--- config.mk ---
export PLATFORM = sky130hd
export DESIGN_NAME = id_ex_stage_flat
export DESIGN_NICKNAME = d
export VERILOG_FILES = /design/src/rtl/id_ex_stage_if.sv /design/src/rtl/id_ex_stage.sv /design/src/flat_wrapper.sv
export SDC_FILE = /design/constraint.sdc
export NUM_CORES = 1
export LEC_CHECK = 0
export ABC_AREA = 1
export CORE_AREA = 2 2 144 146
export DETAILED_ROUTE_END_ITERATION = 10
export DIE_AREA = 0 0 146 148
export PLACE_DENSITY = 0.75
export SETUP_SLACK_MARGIN = 0.05
export SLEW_MARGIN = 20
export SYNTH_ARGS = -nofsm -noshare
export SYNTH_HDL_FRONTEND = slang
export SYNTH_SLANG_ARGS = --single-unit
--- constraint.sdc ---
create_clock -name clk_i -period 1.8 [get_ports clk_i]
set_clock_uncertainty 0.2 [all_clocks]
set_input_delay 0.18 -clock clk_i [delete_from_list [all_inputs] [get_ports clk_i]]
set_output_delay 0.18 -clock clk_i [all_outputs]
set_load 0.01 [all_outputs]
--- src/rtl/id_ex_stage_if.sv ---
// Bundle of decode, hazard, forwarding and ALU-side signals for the ID/EX stage.
// The slave modport is the stage itself; the master modport is its environment.
`ifndef ALU_CONTROL_SIZE
`define ALU_CONTROL_SIZE 4
`endif

interface id_ex_stage_if #(
    parameter int ALU_CTRL_W = `ALU_CONTROL_SIZE,
    parameter int XLEN       = 32
);
    logic                  valid_i;
    logic [ALU_CTRL_W-1:0] alu_control_i;
    logic [XLEN-1:0]       rs1_data_i;
    logic [XLEN-1:0]       rs2_data_i;
    logic [4:0]            rs1_addr_i;
    logic [4:0]            rs2_addr_i;
    logic [4:0]            rd_addr_i;
    logic [XLEN-1:0]       imm_i;
    logic [XLEN-1:0]       pc_i;
    logic [1:0]            src_a_sel_i;
    logic                  src_b_sel_i;
    logic                  reg_write_i;
    logic                  stall_i;
    logic                  flush_i;
    logic                  exm_reg_write_i;
    logic [4:0]            exm_rd_i;
    logic [XLEN-1:0]       exm_result_i;
    logic                  mwb_reg_write_i;
    logic [4:0]            mwb_rd_i;
    logic [XLEN-1:0]       mwb_result_i;

    logic                  valid_o;
    logic [ALU_CTRL_W-1:0] alu_control_o;
    logic [XLEN-1:0]       src_a_o;
    logic [XLEN-1:0]       src_b_o;
    logic [XLEN-1:0]       store_data_o;
    logic [4:0]            rd_addr_o;
    logic                  reg_write_o;
    logic [XLEN-1:0]       pc_o;

    modport master (
        output valid_i, alu_control_i, rs1_data_i, rs2_data_i, rs1_addr_i, rs2_addr_i,
               rd_addr_i, imm_i, pc_i, src_a_sel_i, src_b_sel_i, reg_write_i,
               stall_i, flush_i, exm_reg_write_i, exm_rd_i, exm_result_i,
               mwb_reg_write_i, mwb_rd_i, mwb_result_i,
        input  valid_o, alu_control_o, src_a_o, src_b_o, store_data_o, rd_addr_o,
               reg_write_o, pc_o
    );

    modport slave (
        input  valid_i, alu_control_i, rs1_data_i, rs2_data_i, rs1_addr_i, rs2_addr_i,
               rd_addr_i, imm_i, pc_i, src_a_sel_i, src_b_sel_i, reg_write_i,
               stall_i, flush_i, exm_reg_write_i, exm_rd_i, exm_result_i,
               mwb_reg_write_i, mwb_rd_i, mwb_result_i,
        output valid_o, alu_control_o, src_a_o, src_b_o, store_data_o, rd_addr_o,
               reg_write_o, pc_o
    );
endinterface

--- src/rtl/id_ex_stage.sv ---
// ID/EX pipeline register feeding the ALU, with stall/flush and operand muxing.
// Define ID_EX_FWD_EN to add EX/MEM + MEM/WB forwarding, stall refresh and write-through.
`ifndef ALU_CONTROL_SIZE
`define ALU_CONTROL_SIZE 4
`endif

module id_ex_stage #(
    parameter int ALU_CTRL_W = `ALU_CONTROL_SIZE,
    parameter int XLEN       = 32
) (
    input logic          clk_i,
    input logic          rst_i,
    id_ex_stage_if.slave bus
);
    typedef enum logic [1:0] {
        SRC_A_RS1  = 2'd0,
        SRC_A_PC   = 2'd1,
        SRC_A_ZERO = 2'd2,
        SRC_A_RSVD = 2'd3
    } src_a_sel_e;

    logic                  r_valid;
    logic [ALU_CTRL_W-1:0] r_alu_control;
    logic [XLEN-1:0]       r_rs1_data;
    logic [XLEN-1:0]       r_rs2_data;
    logic [4:0]            r_rs1_addr;
    logic [4:0]            r_rs2_addr;
    logic [4:0]            r_rd_addr;
    logic [XLEN-1:0]       r_imm;
    logic [XLEN-1:0]       r_pc;
    src_a_sel_e            r_src_a_sel;
    logic                  r_src_b_sel;
    logic                  r_reg_write;

    logic [XLEN-1:0]       w_fwd_rs1;
    logic [XLEN-1:0]       w_fwd_rs2;
    logic [XLEN-1:0]       w_load_rs1;
    logic [XLEN-1:0]       w_load_rs2;
    logic                  w_refresh_rs1;
    logic                  w_refresh_rs2;

`ifdef ID_EX_FWD_EN
    logic w_exm_hit_rs1, w_exm_hit_rs2;
    logic w_mwb_hit_rs1, w_mwb_hit_rs2;

    assign w_exm_hit_rs1 = bus.exm_reg_write_i && (bus.exm_rd_i != 5'd0) && (bus.exm_rd_i == r_rs1_addr);
    assign w_exm_hit_rs2 = bus.exm_reg_write_i && (bus.exm_rd_i != 5'd0) && (bus.exm_rd_i == r_rs2_addr);
    assign w_mwb_hit_rs1 = bus.mwb_reg_write_i && (bus.mwb_rd_i != 5'd0) && (bus.mwb_rd_i == r_rs1_addr);
    assign w_mwb_hit_rs2 = bus.mwb_reg_write_i && (bus.mwb_rd_i != 5'd0) && (bus.mwb_rd_i == r_rs2_addr);

    // A write-back retiring during a stall would otherwise be lost to the held operand.
    assign w_refresh_rs1 = w_mwb_hit_rs1;
    assign w_refresh_rs2 = w_mwb_hit_rs2;

    // Register file has no internal bypass, so a same-cycle write-back is captured directly.
    assign w_load_rs1 = (bus.mwb_reg_write_i && (bus.mwb_rd_i != 5'd0) && (bus.mwb_rd_i == bus.rs1_addr_i))
                        ? bus.mwb_result_i : bus.rs1_data_i;
    assign w_load_rs2 = (bus.mwb_reg_write_i && (bus.mwb_rd_i != 5'd0) && (bus.mwb_rd_i == bus.rs2_addr_i))
                        ? bus.mwb_result_i : bus.rs2_data_i;

    // NOTE: every output of an always_comb gets a default first, so no path can infer a latch.
    always_comb begin
        w_fwd_rs1 = r_rs1_data;
        w_fwd_rs2 = r_rs2_data;
        if (r_rs1_addr == 5'd0)  w_fwd_rs1 = '0;
        else if (w_exm_hit_rs1)  w_fwd_rs1 = bus.exm_result_i;
        else if (w_mwb_hit_rs1)  w_fwd_rs1 = bus.mwb_result_i;
        if (r_rs2_addr == 5'd0)  w_fwd_rs2 = '0;
        else if (w_exm_hit_rs2)  w_fwd_rs2 = bus.exm_result_i;
        else if (w_mwb_hit_rs2)  w_fwd_rs2 = bus.mwb_result_i;
    end
`else
    logic w_fwd_unused;

    assign w_fwd_rs1     = r_rs1_data;
    assign w_fwd_rs2     = r_rs2_data;
    assign w_load_rs1    = bus.rs1_data_i;
    assign w_load_rs2    = bus.rs2_data_i;
    assign w_refresh_rs1 = 1'b0;
    assign w_refresh_rs2 = 1'b0;
    assign w_fwd_unused  = ^{bus.exm_reg_write_i, bus.exm_rd_i, bus.exm_result_i,
                             bus.mwb_reg_write_i, bus.mwb_rd_i, bus.mwb_result_i,
                             r_rs1_addr, r_rs2_addr};
`endif

    // NOTE: sequential state uses non-blocking assignments so every register samples pre-edge values.
    always_ff @(posedge clk_i) begin
        if (rst_i || bus.flush_i) begin
            r_valid       <= 1'b0;
            r_alu_control <= '0;
            r_rs1_data    <= '0;
            r_rs2_data    <= '0;
            r_rs1_addr    <= '0;
            r_rs2_addr    <= '0;
            r_rd_addr     <= '0;
            r_imm         <= '0;
            r_pc          <= '0;
            r_src_a_sel   <= SRC_A_RS1;
            r_src_b_sel   <= 1'b0;
            r_reg_write   <= 1'b0;
        end else if (bus.stall_i) begin
            if (w_refresh_rs1) r_rs1_data <= bus.mwb_result_i;
            if (w_refresh_rs2) r_rs2_data <= bus.mwb_result_i;
        end else begin
            r_valid       <= bus.valid_i;
            r_alu_control <= bus.alu_control_i;
            r_rs1_data    <= w_load_rs1;
            r_rs2_data    <= w_load_rs2;
            r_rs1_addr    <= bus.rs1_addr_i;
            r_rs2_addr    <= bus.rs2_addr_i;
            r_rd_addr     <= bus.rd_addr_i;
            r_imm         <= bus.imm_i;
            r_pc          <= bus.pc_i;
            r_src_a_sel   <= src_a_sel_e'(bus.src_a_sel_i);
            r_src_b_sel   <= bus.src_b_sel_i;
            r_reg_write   <= bus.reg_write_i;
        end
    end

    always_comb begin
        bus.src_a_o = '0;
        case (r_src_a_sel)
            SRC_A_RS1: bus.src_a_o = w_fwd_rs1;
            SRC_A_PC:  bus.src_a_o = r_pc;
            default:   bus.src_a_o = '0;
        endcase
    end

    assign bus.src_b_o       = r_src_b_sel ? r_imm : w_fwd_rs2;
    assign bus.store_data_o  = w_fwd_rs2;
    assign bus.valid_o       = r_valid;
    assign bus.alu_control_o = r_alu_control;
    assign bus.rd_addr_o     = r_rd_addr;
    assign bus.reg_write_o   = r_reg_write & r_valid;
    assign bus.pc_o          = r_pc;
endmodule
--- src/flat_wrapper.sv ---
// flat-port wrapper written by rule: the top's interface ports become plain ports
module id_ex_stage_flat 
#(
    parameter int ALU_CTRL_W = `ALU_CONTROL_SIZE,
    parameter int XLEN       = 32
)
  (clk_i, rst_i, bus_valid_i, bus_alu_control_i, bus_rs1_data_i, bus_rs2_data_i, bus_rs1_addr_i, bus_rs2_addr_i, bus_rd_addr_i, bus_imm_i, bus_pc_i, bus_src_a_sel_i, bus_src_b_sel_i, bus_reg_write_i, bus_stall_i, bus_flush_i, bus_exm_reg_write_i, bus_exm_rd_i, bus_exm_result_i, bus_mwb_reg_write_i, bus_mwb_rd_i, bus_mwb_result_i, bus_valid_o, bus_alu_control_o, bus_src_a_o, bus_src_b_o, bus_store_data_o, bus_rd_addr_o, bus_reg_write_o, bus_pc_o);
  id_ex_stage_if #(.ALU_CTRL_W(ALU_CTRL_W), .XLEN(XLEN)) bus_i ();
  input logic clk_i;
  input logic rst_i;
  input wire logic [$bits(bus_i.valid_i)-1:0] bus_valid_i;
  input wire logic [$bits(bus_i.alu_control_i)-1:0] bus_alu_control_i;
  input wire logic [$bits(bus_i.rs1_data_i)-1:0] bus_rs1_data_i;
  input wire logic [$bits(bus_i.rs2_data_i)-1:0] bus_rs2_data_i;
  input wire logic [$bits(bus_i.rs1_addr_i)-1:0] bus_rs1_addr_i;
  input wire logic [$bits(bus_i.rs2_addr_i)-1:0] bus_rs2_addr_i;
  input wire logic [$bits(bus_i.rd_addr_i)-1:0] bus_rd_addr_i;
  input wire logic [$bits(bus_i.imm_i)-1:0] bus_imm_i;
  input wire logic [$bits(bus_i.pc_i)-1:0] bus_pc_i;
  input wire logic [$bits(bus_i.src_a_sel_i)-1:0] bus_src_a_sel_i;
  input wire logic [$bits(bus_i.src_b_sel_i)-1:0] bus_src_b_sel_i;
  input wire logic [$bits(bus_i.reg_write_i)-1:0] bus_reg_write_i;
  input wire logic [$bits(bus_i.stall_i)-1:0] bus_stall_i;
  input wire logic [$bits(bus_i.flush_i)-1:0] bus_flush_i;
  input wire logic [$bits(bus_i.exm_reg_write_i)-1:0] bus_exm_reg_write_i;
  input wire logic [$bits(bus_i.exm_rd_i)-1:0] bus_exm_rd_i;
  input wire logic [$bits(bus_i.exm_result_i)-1:0] bus_exm_result_i;
  input wire logic [$bits(bus_i.mwb_reg_write_i)-1:0] bus_mwb_reg_write_i;
  input wire logic [$bits(bus_i.mwb_rd_i)-1:0] bus_mwb_rd_i;
  input wire logic [$bits(bus_i.mwb_result_i)-1:0] bus_mwb_result_i;
  output wire logic [$bits(bus_i.valid_o)-1:0] bus_valid_o;
  output wire logic [$bits(bus_i.alu_control_o)-1:0] bus_alu_control_o;
  output wire logic [$bits(bus_i.src_a_o)-1:0] bus_src_a_o;
  output wire logic [$bits(bus_i.src_b_o)-1:0] bus_src_b_o;
  output wire logic [$bits(bus_i.store_data_o)-1:0] bus_store_data_o;
  output wire logic [$bits(bus_i.rd_addr_o)-1:0] bus_rd_addr_o;
  output wire logic [$bits(bus_i.reg_write_o)-1:0] bus_reg_write_o;
  output wire logic [$bits(bus_i.pc_o)-1:0] bus_pc_o;
  assign bus_i.valid_i = bus_valid_i;
  assign bus_i.alu_control_i = bus_alu_control_i;
  assign bus_i.rs1_data_i = bus_rs1_data_i;
  assign bus_i.rs2_data_i = bus_rs2_data_i;
  assign bus_i.rs1_addr_i = bus_rs1_addr_i;
  assign bus_i.rs2_addr_i = bus_rs2_addr_i;
  assign bus_i.rd_addr_i = bus_rd_addr_i;
  assign bus_i.imm_i = bus_imm_i;
  assign bus_i.pc_i = bus_pc_i;
  assign bus_i.src_a_sel_i = bus_src_a_sel_i;
  assign bus_i.src_b_sel_i = bus_src_b_sel_i;
  assign bus_i.reg_write_i = bus_reg_write_i;
  assign bus_i.stall_i = bus_stall_i;
  assign bus_i.flush_i = bus_flush_i;
  assign bus_i.exm_reg_write_i = bus_exm_reg_write_i;
  assign bus_i.exm_rd_i = bus_exm_rd_i;
  assign bus_i.exm_result_i = bus_exm_result_i;
  assign bus_i.mwb_reg_write_i = bus_mwb_reg_write_i;
  assign bus_i.mwb_rd_i = bus_mwb_rd_i;
  assign bus_i.mwb_result_i = bus_mwb_result_i;
  assign bus_valid_o = bus_i.valid_o;
  assign bus_alu_control_o = bus_i.alu_control_o;
  assign bus_src_a_o = bus_i.src_a_o;
  assign bus_src_b_o = bus_i.src_b_o;
  assign bus_store_data_o = bus_i.store_data_o;
  assign bus_rd_addr_o = bus_i.rd_addr_o;
  assign bus_reg_write_o = bus_i.reg_write_o;
  assign bus_pc_o = bus_i.pc_o;
  id_ex_stage #(.ALU_CTRL_W(ALU_CTRL_W), .XLEN(XLEN)) u_core (.clk_i(clk_i), .rst_i(rst_i), .bus(bus_i));
endmodule
# After elaboration in Yosys (flattened, before gate mapping)
# Index checks and enable logic that the tools add are counted.
# classes
n_eq_ne	1
muxes	2
n_bitwise	1
n_reduce_logical	2
# op_table
cell	count
$pmux 32 s2	1
$mux 32	1
$eq 2x1->1 const B	1
$logic_not 2->1	1
$and 1x1->1	1
$logic_or 1x1->1	1
# word_totals
reg_bits	142
inputBits	232
output_inout_bits	139
elab_cells	16

# Depth between registers and ports, before layout
# Gate-level depths: netlist of run 1.
# logic_depth
ltp_word	2
mapped_depth	6
mapped_depth_nobuf	4

# Worst setup path after synthesis of run 1
# Ideal clock, no wire load.
# synth_path
path_kind	flip-flop to output port
startpoint	register u_core.r_src_a_sel[0]
endpoint	output bus_src_a_o[10]
arrival_ns	0.920
t_required_ns	1.420
path_slack_ns	0.500
path_stages_with_launch	5
path_buffers	2
path_cell_list	dfxtp_1 > buf_2 > clkbuf_1 > nand3_1 > nand2_1
# synth_via
elab_chain_len	2
word_cells_on_any_way	3
cone_classes	eq/ne: 1; mux: 1; reduce/logical: 1
# synth_lines
element	line	text
start, declared	id_ex_stage.sv:31	src_a_sel_e r_src_a_sel;
start signal, assigned	id_ex_stage.sv:114	r_src_a_sel <= src_a_sel_e'(bus.src_a_sel_i);
$eq 2x1->1 or $logic_not 2->1 (tied branches)	id_ex_stage.sv:122	case (r_src_a_sel)
$pmux 32 s2 *	id_ex_stage.sv:122	
end, declared	flat_wrapper.sv:33	output wire logic [$bits(bus_i.src_a_o)-1:0] bus_src_a_o;
# Mark *: on every way between the ends. The rest lies on a longest branch, timed or not.

# Worst setup path after layout of run 1
# layout_path
startpoint	register u_core.r_src_a_sel[0]
endpoint	output bus_src_a_o[11]
# The elaborated chain is that of the path after synthesis.

==> results of run 1 <==
final cells by class:
| type | count | area, µm² |
|---|---|---|
| inverters | 143 | 537 |
| clock inverters | 14 | 204 |
| clock buffers | 18 | 439 |
| repair buffers | 339 | 3610 |
| well taps | 270 | 338 |
| multi-input cells | 731 | 3360 |
| fillers | 1868 | 8690 |
| flip-flops and latches | 142 | 2850 |
per-stage QoR:
step                total power [mW]  instance area (µm²)  setup slack (ps)  hold slack [ps]  cells
finish                          8.80                11300             -47.6             97.9   1657
global route                    9.20                11300             -99.7              106   1657
CTS                             8.79                10800             -70.6              103   1653
floorplan                       4.02                 6540               500              109   1080
global placement                4.78                 9790              15.2              292   1601
detailed placement              4.80                 9790              6.01              296   1601
synth_stat cells, drive strengths merged:
library cell / n
buf: 54
clkbuf: 10
dfxtp: 142
inv: 143
nand2: 381
nand3: 32
nor2: 286
o21ai: 32
report_power, final:
part           switching (mW)  leakage [nW]  internal, mW  total, mW
Clock                    1.49         0.310          2.39       3.88
Combinational           0.709          4.25         0.835       1.54
Sequential              0.105          1.16          3.28       3.38
repair_timing:
item | 4_1_cts | 5_1_grt
gates cloned | 8 | 4
hold buffers | 0 | 0
pin swaps | 31 | 37
buffers inserted | 12 | 2
resized for setup | 389 | 147
endpoints found under the setup margin | 70 | 76
state kept, by name, indices dropped and copies added, names as in the netlist:
signal                    count
u_core.bus.valid_o            1
u_core.r_reg_write            1
u_core.bus.rd_addr_o          5
u_core.r_imm                 32
u_core.bus.store_data_o      32
u_core.bus.alu_control_o      4
u_core.r_src_b_sel            1
u_core.r_rs1_data            32
u_core.bus.pc_o              32
u_core.r_src_a_sel            2
logic make-up (layout without fill, tap and decap cells):
family,Yosys count,in the layout,synth area share [%]
AOI/OAI and AO/OA,32,32,2.45
buffers and inverters,207,514,13.2
DFF,142,142,43.5
and+or+nand+nor,699,699,40.9
metal layers:
metal	up-vias	track usage (%)	wire (µm)
met5	-	0	0
met4	0	5.63	347
met2	240	33.8	11100
met3	30	6.39	1610
li1	3721	-	-
met1	3155	22.6	9020
worst max-delay path by stage:
| stage | from | endpoint | slack (ps) |
|---|---|---|---|
| 2_1_floorplan | u_core.r_src_a_sel[0]$_SDFFE_PP0N_ | bus_src_a_o[10] | 500 |
| 3_3_place_gp | u_core.r_src_a_sel[0]$_SDFFE_PP0N_ | bus_src_a_o[13] | 20 |
| 3_5_place_dp | u_core.r_src_a_sel[0]$_SDFFE_PP0N_ | bus_src_a_o[13] | 6 |
| 4_1_cts | u_core.r_src_a_sel[0]$_SDFFE_PP0N_ | bus_src_a_o[11] | -70 |
| 5_1_grt | u_core.r_src_a_sel[0]$_SDFFE_PP0N_ | bus_src_a_o[11] | -100 |
| 6_report | u_core.r_src_a_sel[0]$_SDFFE_PP0N_ | bus_src_a_o[11] | -50 |
critical path, cell delays in order (launching register included):
cell and delay, ps:
dfxtp_4 360, buf_8 130, buf_12 120, buf_6 120, buf_6 100, nand3_2 50
nand2_1 50, buf_2 130
==> metrics.csv, run 1 <==
stage,metric,value,unit
cts,CTS Buffer Depth,2,
final_layout,fin util,56.6,%
critical_path,critical path class,register to output pin,
timing,unrepaired setup endpoints after global routing,true,
worst_hold_path,hold worst-path end,u_core.r_rs1_data[18]$_SDFFE_PP0N_,
timing,Final Slew Violations,0,
routing,Iteration-0 DRC Markers,269,
routing,Vias/cell,4.31,
final_layout,share of cells above drive strength 1,19.9,%
routing,DRT Wirelength,22100,µm
global_routing,grt ovf,0,
routing,WL per Instance,13.3,µm
critical_path,endpoint type of the worst setup path,output pin,
synth,Syn. warnings,0,
synth,"Seq/Total Area, Yosys",43.5,%
global_routing,number of global-route vias before repair,6520,
die,initial core utilization,32.6,%
timing,Post-Route Setup TNS,-58.3,ps
synth,Yosys cell types,12,
critical_path,r2r startpoint,u_core.r_src_a_sel[0]$_SDFFE_PP0N_,
global_routing,largest net degree at the start of global routing,62,
final_layout,n_diodes,0,
pwr,pwr dens,776,mW/mm²
final_layout,most common library cell in the layout ignoring fill and taps,nand2_1,
timing,Worst-Margin Slew,467,ps
final_layout,Area Overhead vs Synth,73.6,%
timing,Period minus WS final,1850,ps
timing,setup ws final,-47.6,ps
die,die area,0.0216,mm²
placed_design,Detail Placement HPWL,13800,µm
global_routing,initial antenna violation count,0,
worst_hold_path,worst hold path startpoint,bus_stall_i,
job,number of max-cap violations,0,
synth,post-synthesis register bit count,142,
placed_design,PortBufs,284,
die,row count,52,
synth,Synth Instances,1080,
synth,syn nets,1312,
final_layout,Layout Nets,1606,
timing,maximum clock rate,541,MHz
die,Die Wd,146,µm
cts,CTS clock-pin slew for the worst setup and hold paths,70,ps
timing,final hold vios,0,
cts,CTS tree,yes,
synth,"top cells by area, synth","dfxtp_1 43%, nand2_1 22%, nor2_1 16%",
critical_path,R2R depth,6,
die,Top Ports,371,
critical_path,startpoint types,register,
timing,final setup violating endpoints,4,
synth,cell type with the largest total area after synthesis,dfxtp_1,
pwr,leakage power,5.72,nW
synth,syn_area_per_cell,6.05,µm²
outcome,failing checks,negative setup slack,
global_routing,GRT Resource Usage Total,19.3,%
worst_hold_path,WHS Path Cells,3,
placed_design,GPL Wtd Cong,0.796,
cts,H-tree Lvls,4,
pwr,maximum VDD drop,0.586,mV
cts,clk_lat worst skew,410,ps
critical_path,register-to-register setup slack,610,ps
worst_hold_path,Hold Path Class,input port to register,
cts,clk sinks,142,
routing,Residual DRC,0,
cts,CTS Buf Count,17,
final_layout,most frequent cells in the layout,"305 x nand2_1, 284 x nor2_1, 183 x clkdlybuf4s50_1, 142 x inv_1, 139 x dfxtp_1",
critical_path,crit path max fanout,4,
routing,vias post-DR,7146,
critical_path,"Req. time, crit path",1420,ps
routing,router iterations before antenna repair,4,
timing,period utilization,103,%
global_routing,first-pass GRT wire length,33300,µm
synth,Synth top area share,43.5,%
die,chip height,148,µm
outcome,outcome,"complete, but fails checks",
die,core area,0.0200,mm²
critical_path,FF-to-FF End,u_core.r_src_a_sel[0]$_SDFFE_PP0N_,
critical_path,CP arrival,1470,ps
routing,ANT nets after route,0,
synth,Post-Synthesis Cell Area,0.00654,mm²
timing,max_slew headroom,68.9,%
cts,CTS Root Cell,clkbuf_16,
Note: power is estimated with default switching activity, not from simulation.
==> run 2, diff against run 1 <==
--- a/config.mk
+++ b/config.mk
@@ -15,3 +15,4 @@
 export SYNTH_ARGS = -nofsm -noshare
 export SYNTH_HDL_FRONTEND = slang
 export SYNTH_SLANG_ARGS = --single-unit
+export TNS_END_PERCENT = 1
==> constraint.sdc (replaced) <==
create_clock -name clk_i -period 1.8 [get_ports clk_i]
set_clock_uncertainty 0.2 [all_clocks]
set_input_delay 0.18 -clock clk_i [delete_from_list [all_inputs] [get_ports clk_i]]
set_output_delay 0.18 -clock clk_i [all_outputs]
set_load 0.1 [all_outputs]
==> run 2 against run 1 <==
  * The flow still finishes with violations (negative setup slack)
  * Worst hold slack better by 11 ps
  * Maximum frequency decreased by 1.4%
  * Critical endpoint is now bus_src_a_o[20]
  * Critical path depth fell by 1
  * Critical path type unchanged
  * Largest power group unchanged
==> metrics.csv, run 2 (synthesized netlist as in run 1, its figures left out) <==
stage,metric,value,unit,change
critical_path,endpoint type of the worst setup path,output pin,,unchanged
cts,clk sinks,142,,unchanged
outcome,outcome,"complete, but fails checks",,unchanged
routing,vias post-DR,7169,,was 7146
cts,CTS clock-pin slew for the worst setup and hold paths,70,ps,about the same
placed_design,Detail Placement HPWL,15200,µm,was 13800 µm
global_routing,largest net degree at the start of global routing,77,,was 62
critical_path,"Req. time, crit path",1420,ps,about the same
final_layout,Finished Cell Area,0.0127,mm²,was 0.0113 mm²
timing,final hold vios,0,,unchanged
routing,DRT Wirelength,22100,µm,about the same
die,initial core utilization,32.6,%,unchanged
worst_hold_path,Hold Path Class,input port to register,,unchanged
timing,Final Slew Violations,0,,unchanged
global_routing,met2 usage,36.3,%,was 33.8%
global_routing,first-pass GRT wire length,35000,µm,was 33300 µm
placed_design,dpl cell area,0.0116,mm²,was 0.00979 mm²
timing,max_slew headroom,67.6,%,was 68.9%
die,chip height,148,µm,unchanged
final_layout,Layout Nets,1595,,was 1606
timing,Worst-Margin Slew,486,ps,was 467 ps
cts,cts hold-fix bufs,0,,unchanged
routing,Residual DRC,0,,unchanged
routing,ANT nets after route,0,,unchanged
global_routing,GRT Resource Usage Total,20.3,%,was 19.3%
placed_design,GPL Wtd Cong,0.797,,was 0.796
routing,Vias/cell,4.36,,was 4.31
final_layout,fill cell count,1630,,was 1868
cts,clk_lat worst skew,410,ps,about the same
pwr,maximum VDD drop,0.593,mV,was 0.586 mV
timing,setup ws final,-73.9,ps,was -47.6 ps
die,Top Ports,371,,unchanged
global_routing,initial antenna violation count,0,,unchanged
global_routing,GRT met1 Usage,22.4,%,was 22.6%
final_layout,n_diodes,0,,unchanged
outcome,failing checks,negative setup slack,,unchanged
job,number of max-cap violations,0,,unchanged
die,die area,0.0216,mm²,unchanged
timing,unrepaired setup endpoints after global routing,true,,unchanged
pwr,pwr dens,816,mW/mm²,was 776 mW/mm²
global_routing,number of global-route vias before repair,6939,,was 6520
timing,final setup violating endpoints,58,,was 4
final_layout,share of cells above drive strength 1,27.0,%,was 19.9%
global_routing,grt ovf,0,,unchanged
timing,Post-Route Setup TNS,-3030,ps,was -58.3 ps
cts,CTS Buf Count,17,,unchanged
final_layout,most common library cell in the layout ignoring fill and taps,nand2_1,,unchanged
global_routing,GRT busiest layer,met2,,unchanged
routing,Iteration-0 DRC Markers,282,,was 269
final_layout,Area Overhead vs Synth,94.5,%,was 73.6%
critical_path,CP arrival,1490,ps,was 1470 ps
pwr,leakage power,5.64,nW,was 5.72 nW
critical_path,crit path max fanout,8,,was 4
die,Die Wd,146,µm,unchanged
cts,CTS Buffer Depth,2,,unchanged
final_layout,most frequent cells in the layout,"320 x nand2_1, 284 x nor2_1, 152 x buf_12, 144 x clkdlybuf4s50_1, 142 x inv_1",,"was 305 x nand2_1, 284 x nor2_1, 183 x clkdlybuf4s50_1, 142 x inv_1, 139 x dfxtp_1"
routing,router iterations before antenna repair,6,,was 4
global_routing,GRT met3 Usage,7.59,%,was 6.39%
critical_path,startpoint types,register,,unchanged
final_layout,fin util,63.5,%,was 56.6%
routing,WL per Instance,13.4,µm,was 13.3 µm
cts,CTS Root Cell,clkbuf_16,,unchanged
placed_design,PortBufs,284,,unchanged
timing,Period minus WS final,1870,ps,was 1850 ps
cts,CTS tree,yes,,unchanged
timing,period utilization,104,%,was 103%
critical_path,critical path class,register to output pin,,unchanged
die,row count,52,,unchanged
die,core area,0.0200,mm²,unchanged
timing,maximum clock rate,534,MHz,was 541 MHz
cts,H-tree Lvls,4,,unchanged
## run 2: worst paths after layout
| path | start | end | slack [ps] | depth (start not counted) |
|---|---|---|---|---|
| max | u_core.r_src_a_sel[1]$_SDFFE_PP0N_ | bus_src_a_o[20] | -70 | 6 |
| max reg2reg | u_core.r_src_a_sel[0]$_SDFFE_PP0N_ | u_core.r_src_a_sel[0]$_SDFFE_PP0N_ | 680 | 5 |
| min | bus_src_b_sel_i | u_core.r_src_b_sel$_SDFFE_PP0N_ | 110 | 3 |
| min reg2reg | u_core.r_imm[5]$_SDFFE_PP0N_ | u_core.r_imm[5]$_SDFFE_PP0N_ | 310 | 4 |
## run 2: layout make-up
class | count | area, µm² | share of cell area (%)
multi-input combinational | 731 | 3370 | 26.5
timing repair buffer | 328 | 4880 | 38.4
clock buffer | 18 | 429 | 3.37
sequential | 142 | 2920 | 23.0
clock inverter | 11 | 243 | 1.91
inverter | 143 | 537 | 4.22
tap | 270 | 338 | 2.66
## run 2: repair_timing
action	in CTS	in global routing
cloned	5	0
pin swaps	22	0
resized for setup	74	11
hold endpoints to repair	0	0
buffers inserted	11	0
endpoints found under the setup margin	64	64
## run 2: through the flow
| step | setup slack, ps | hold slack [ps] | std cells | power, mW |
|---|---|---|---|---|
| 6_report | -73.9 | 109 | 1643 | 10.4 |
| 5_1_grt | -143 | 105 | 1643 | 10.8 |
| 4_1_cts | -89.0 | 97.1 | 1643 | 10.5 |
| 3_5_place_dp | 155 | 296 | 1599 | 6.23 |
| 3_3_place_gp | 192 | 291 | 1599 | 6.19 |
| 2_1_floorplan | -146 | 109 | 1080 | 5.07 |
## run 2: per-layer routing
| metal | up-vias | wire length (µm) |
|---|---|---|
| met5 | - | 0 |
| met4 | 0 | 425 |
| met3 | 25 | 2000 |
| met2 | 250 | 11100 |
| met1 | 3201 | 8550 |
| li1 | 3693 | - |
## run 2: power breakdown
| group | leakage, nW | switching, mW | internal [mW] |
|---|---|---|---|
| logic | 4.14 | 1.71 | 1.15 |
| registers | 1.19 | 0.127 | 3.29 |
| clock network | 0.318 | 1.37 | 2.72 |
| total | 5.64 | 3.21 | 7.17 |
## run 2: worst max-delay path: stages, from the launching register on
cell and delay [ps]:
dfxtp_2 340, nor2_4 140, buf_4 140, buf_16 130, nand2_1 70, nand2_2 80
buf_12 170
==> run 3, diff against run 2 <==
--- a/config.mk
+++ b/config.mk
@@ -9,7 +9,7 @@
 export CORE_AREA = 2 2 144 146
 export DETAILED_ROUTE_END_ITERATION = 10
 export DIE_AREA = 0 0 146 148
-export PLACE_DENSITY = 0.75
+export PLACE_DENSITY = 0.74
 export SETUP_SLACK_MARGIN = 0.05
 export SLEW_MARGIN = 20
 export SYNTH_ARGS = -nofsm -noshare
==> run 3 against run 2 <==
  * The flow still finishes with violations (negative setup slack)
  * Critical path type unchanged
  * First-iteration DRC count fell by 17%
  * Flip-flop and latch count did not move
  * Critical endpoint is now bus_src_b_o[27]
  * Largest cell class unchanged
  * Non-clock buffer count fell by 3
  * Highest routed layer unchanged
==> metrics.csv, run 3 (synthesized netlist as in run 1, its figures left out) <==
stage,metric,value,unit,change
outcome,outcome,"complete, but fails checks",,unchanged
outcome,failing checks,negative setup slack,,unchanged
placed_design,GPL Wtd Cong,0.765,,was 0.797
routing,ANT nets after route,0,,unchanged
final_layout,share of cells above drive strength 1,26.0,%,was 27.0%
die,die area,0.0216,mm²,unchanged
critical_path,critical path buffer and inverter count,2,,was 3
timing,setup ws final,-64.1,ps,was -73.9 ps
global_routing,initial antenna violation count,0,,unchanged
global_routing,first-pass GRT wire length,34600,µm,was 35000 µm
die,Top Ports,371,,unchanged
cts,CTS Root Cell,clkbuf_16,,unchanged
global_routing,largest net degree at the start of global routing,63,,was 77
global_routing,GRT busiest layer,met2,,unchanged
die,core area,0.0200,mm²,unchanged
global_routing,grt ovf,0,,unchanged
cts,CTS tree,yes,,unchanged
global_routing,GRT met1 Usage,22.9,%,was 22.4%
worst_hold_path,Hold Path Class,input port to register,,unchanged
job,number of max-cap violations,0,,unchanged
timing,Final Slew Violations,0,,unchanged
routing,Residual DRC,0,,unchanged
final_layout,Area Overhead vs Synth,90.7,%,was 94.5%
routing,Iteration-0 DRC Markers,234,,was 282
critical_path,critical path class,register to output pin,,unchanged
timing,final setup violating endpoints,64,,was 58
die,initial core utilization,32.6,%,unchanged
timing,final hold vios,0,,unchanged
cts,clk_lat worst skew,410,ps,about the same
final_layout,most common library cell in the layout ignoring fill and taps,nand2_1,,unchanged
final_layout,most frequent cells in the layout,"333 x nand2_1, 284 x nor2_1, 148 x buf_12, 144 x clkdlybuf4s50_1, 142 x inv_1",,"was 320 x nand2_1, 284 x nor2_1, 152 x buf_12, 144 x clkdlybuf4s50_1, 142 x inv_1"
final_layout,n_diodes,0,,unchanged
cts,H-tree Lvls,4,,unchanged
routing,Vias/cell,4.30,,was 4.36
timing,Worst-Margin Slew,471,ps,was 486 ps
pwr,pwr dens,785,mW/mm²,was 816 mW/mm²
critical_path,slowest stage cell on the critical path,dfxtp_4,,was dfxtp_2
die,row count,52,,unchanged
timing,Period minus WS final,1860,ps,was 1870 ps
routing,vias post-DR,7053,,was 7169
critical_path,CP arrival,1480,ps,was 1490 ps
critical_path,endpoint type of the worst setup path,output pin,,unchanged
pwr,leakage power,5.55,nW,was 5.64 nW
final_layout,fin util,62.2,%,was 63.5%
die,chip height,148,µm,unchanged
critical_path,crit-path cells,buf_8 > nand2_1 > o21ai_4 > buf_12,,was nor2_4 > buf_4 > buf_16 > nand2_1 > nand2_2 > buf_12
critical_path,family with the most delay on the worst path,flip-flops,,was buffers and inverters
critical_path,Crit path largest cell delay,480,ps,was 340 ps
placed_design,PortBufs,284,,unchanged
critical_path,"Req. time, crit path",1420,ps,about the same
global_routing,number of global-route vias before repair,6882,,was 6939
global_routing,met2 usage,34.9,%,was 36.3%
die,Die Wd,146,µm,unchanged
final_layout,Layout Nets,1592,,was 1595
cts,clk sinks,142,,unchanged
timing,maximum clock rate,536,MHz,was 534 MHz
timing,period utilization,104,%,about the same
global_routing,GRT met3 Usage,8.02,%,was 7.59%
critical_path,startpoint types,register,,unchanged
routing,router iterations before antenna repair,4,,was 6
critical_path,crit path max fanout,10,,was 8
cts,CTS clock-pin slew for the worst setup and hold paths,70,ps,about the same
global_routing,GRT Resource Usage Total,20.0,%,was 20.3%
routing,DRT Wirelength,21300,µm,was 22100 µm
placed_design,Detail Placement HPWL,15100,µm,was 15200 µm
pwr,maximum VDD drop,0.526,mV,was 0.593 mV
cts,CTS Buffer Depth,2,,unchanged
routing,WL per Instance,13.0,µm,was 13.4 µm
placed_design,Setup WS pre-CTS,84.7,ps,was 155 ps
timing,unrepaired setup endpoints after global routing,true,,unchanged
cts,CTS Buf Count,17,,unchanged
timing,max_slew headroom,68.6,%,was 67.6%
[run 3: per-layer routing]
layer | up-vias | share of wire [%]
li1 | 3681 | -
met1 | 3116 | 41
met2 | 239 | 49
met3 | 17 | 8.9
met4 | 0 | 1.2
met5 | - | 0
[run 3: stage by stage]
stage                     setup TNS (ps)  hold WS (ps)  power, mW  std cells  area, µm²
final                              -1890           113       9.79       1642      12500
after global routing               -6050           119       10.2       1642      12500
after CTS                          -3780          92.0       9.88       1642      12400
after detailed placement               0           293       6.23       1607      11600
after global placement                 0           292       6.20       1607      11600
after floorplan                    -4220           109       5.07       1080       6990
[run 3: layout make-up]
| class | instances | area (µm²) |
|---|---|---|
| fillers | 1631 | 7570 |
| repair buffers | 325 | 4740 |
| multi-input cells | 731 | 3340 |
| flip-flops and latches | 142 | 2920 |
| inverters | 143 | 537 |
| clock buffers | 20 | 458 |
| well taps | 270 | 338 |
| clock inverters | 11 | 133 |
[run 3: repair_timing]
item	4_1_cts	5_1_grt
pin swaps	1	0
gates cloned	3	0
buffers inserted	1	0
endpoints found under the setup margin	63	64
hold buffers	0	0
gates resized for setup	45	23
[run 3: where the power goes]
group | switching (mW) | internal (mW)
Combinational | 1.69 | 1.11
Clock | 1.44 | 2.13
Sequential | 0.129 | 3.29
[run 3: worst paths after layout]
check	start	endpoint	slack (ps)	cells past startpoint
worst max-delay path	u_core.r_src_b_sel$_SDFFE_PP0N_	bus_src_b_o[27]	-60	4
worst max register to register	u_core.r_src_b_sel$_SDFFE_PP0N_	u_core.r_src_b_sel$_SDFFE_PP0N_	670	5
worst min-delay path	bus_pc_i[11]	u_core.bus.pc_o[11]$_SDFFE_PP0N_	110	3
worst min register to register	u_core.r_imm[30]$_SDFFE_PP0N_	u_core.r_imm[30]$_SDFFE_PP0N_	310	4
[run 3: worst min-delay path: cells and delay by family]
family / cells / cell delay [ps]
buf+inv: 1 / 390
simple gates: 2 / 130
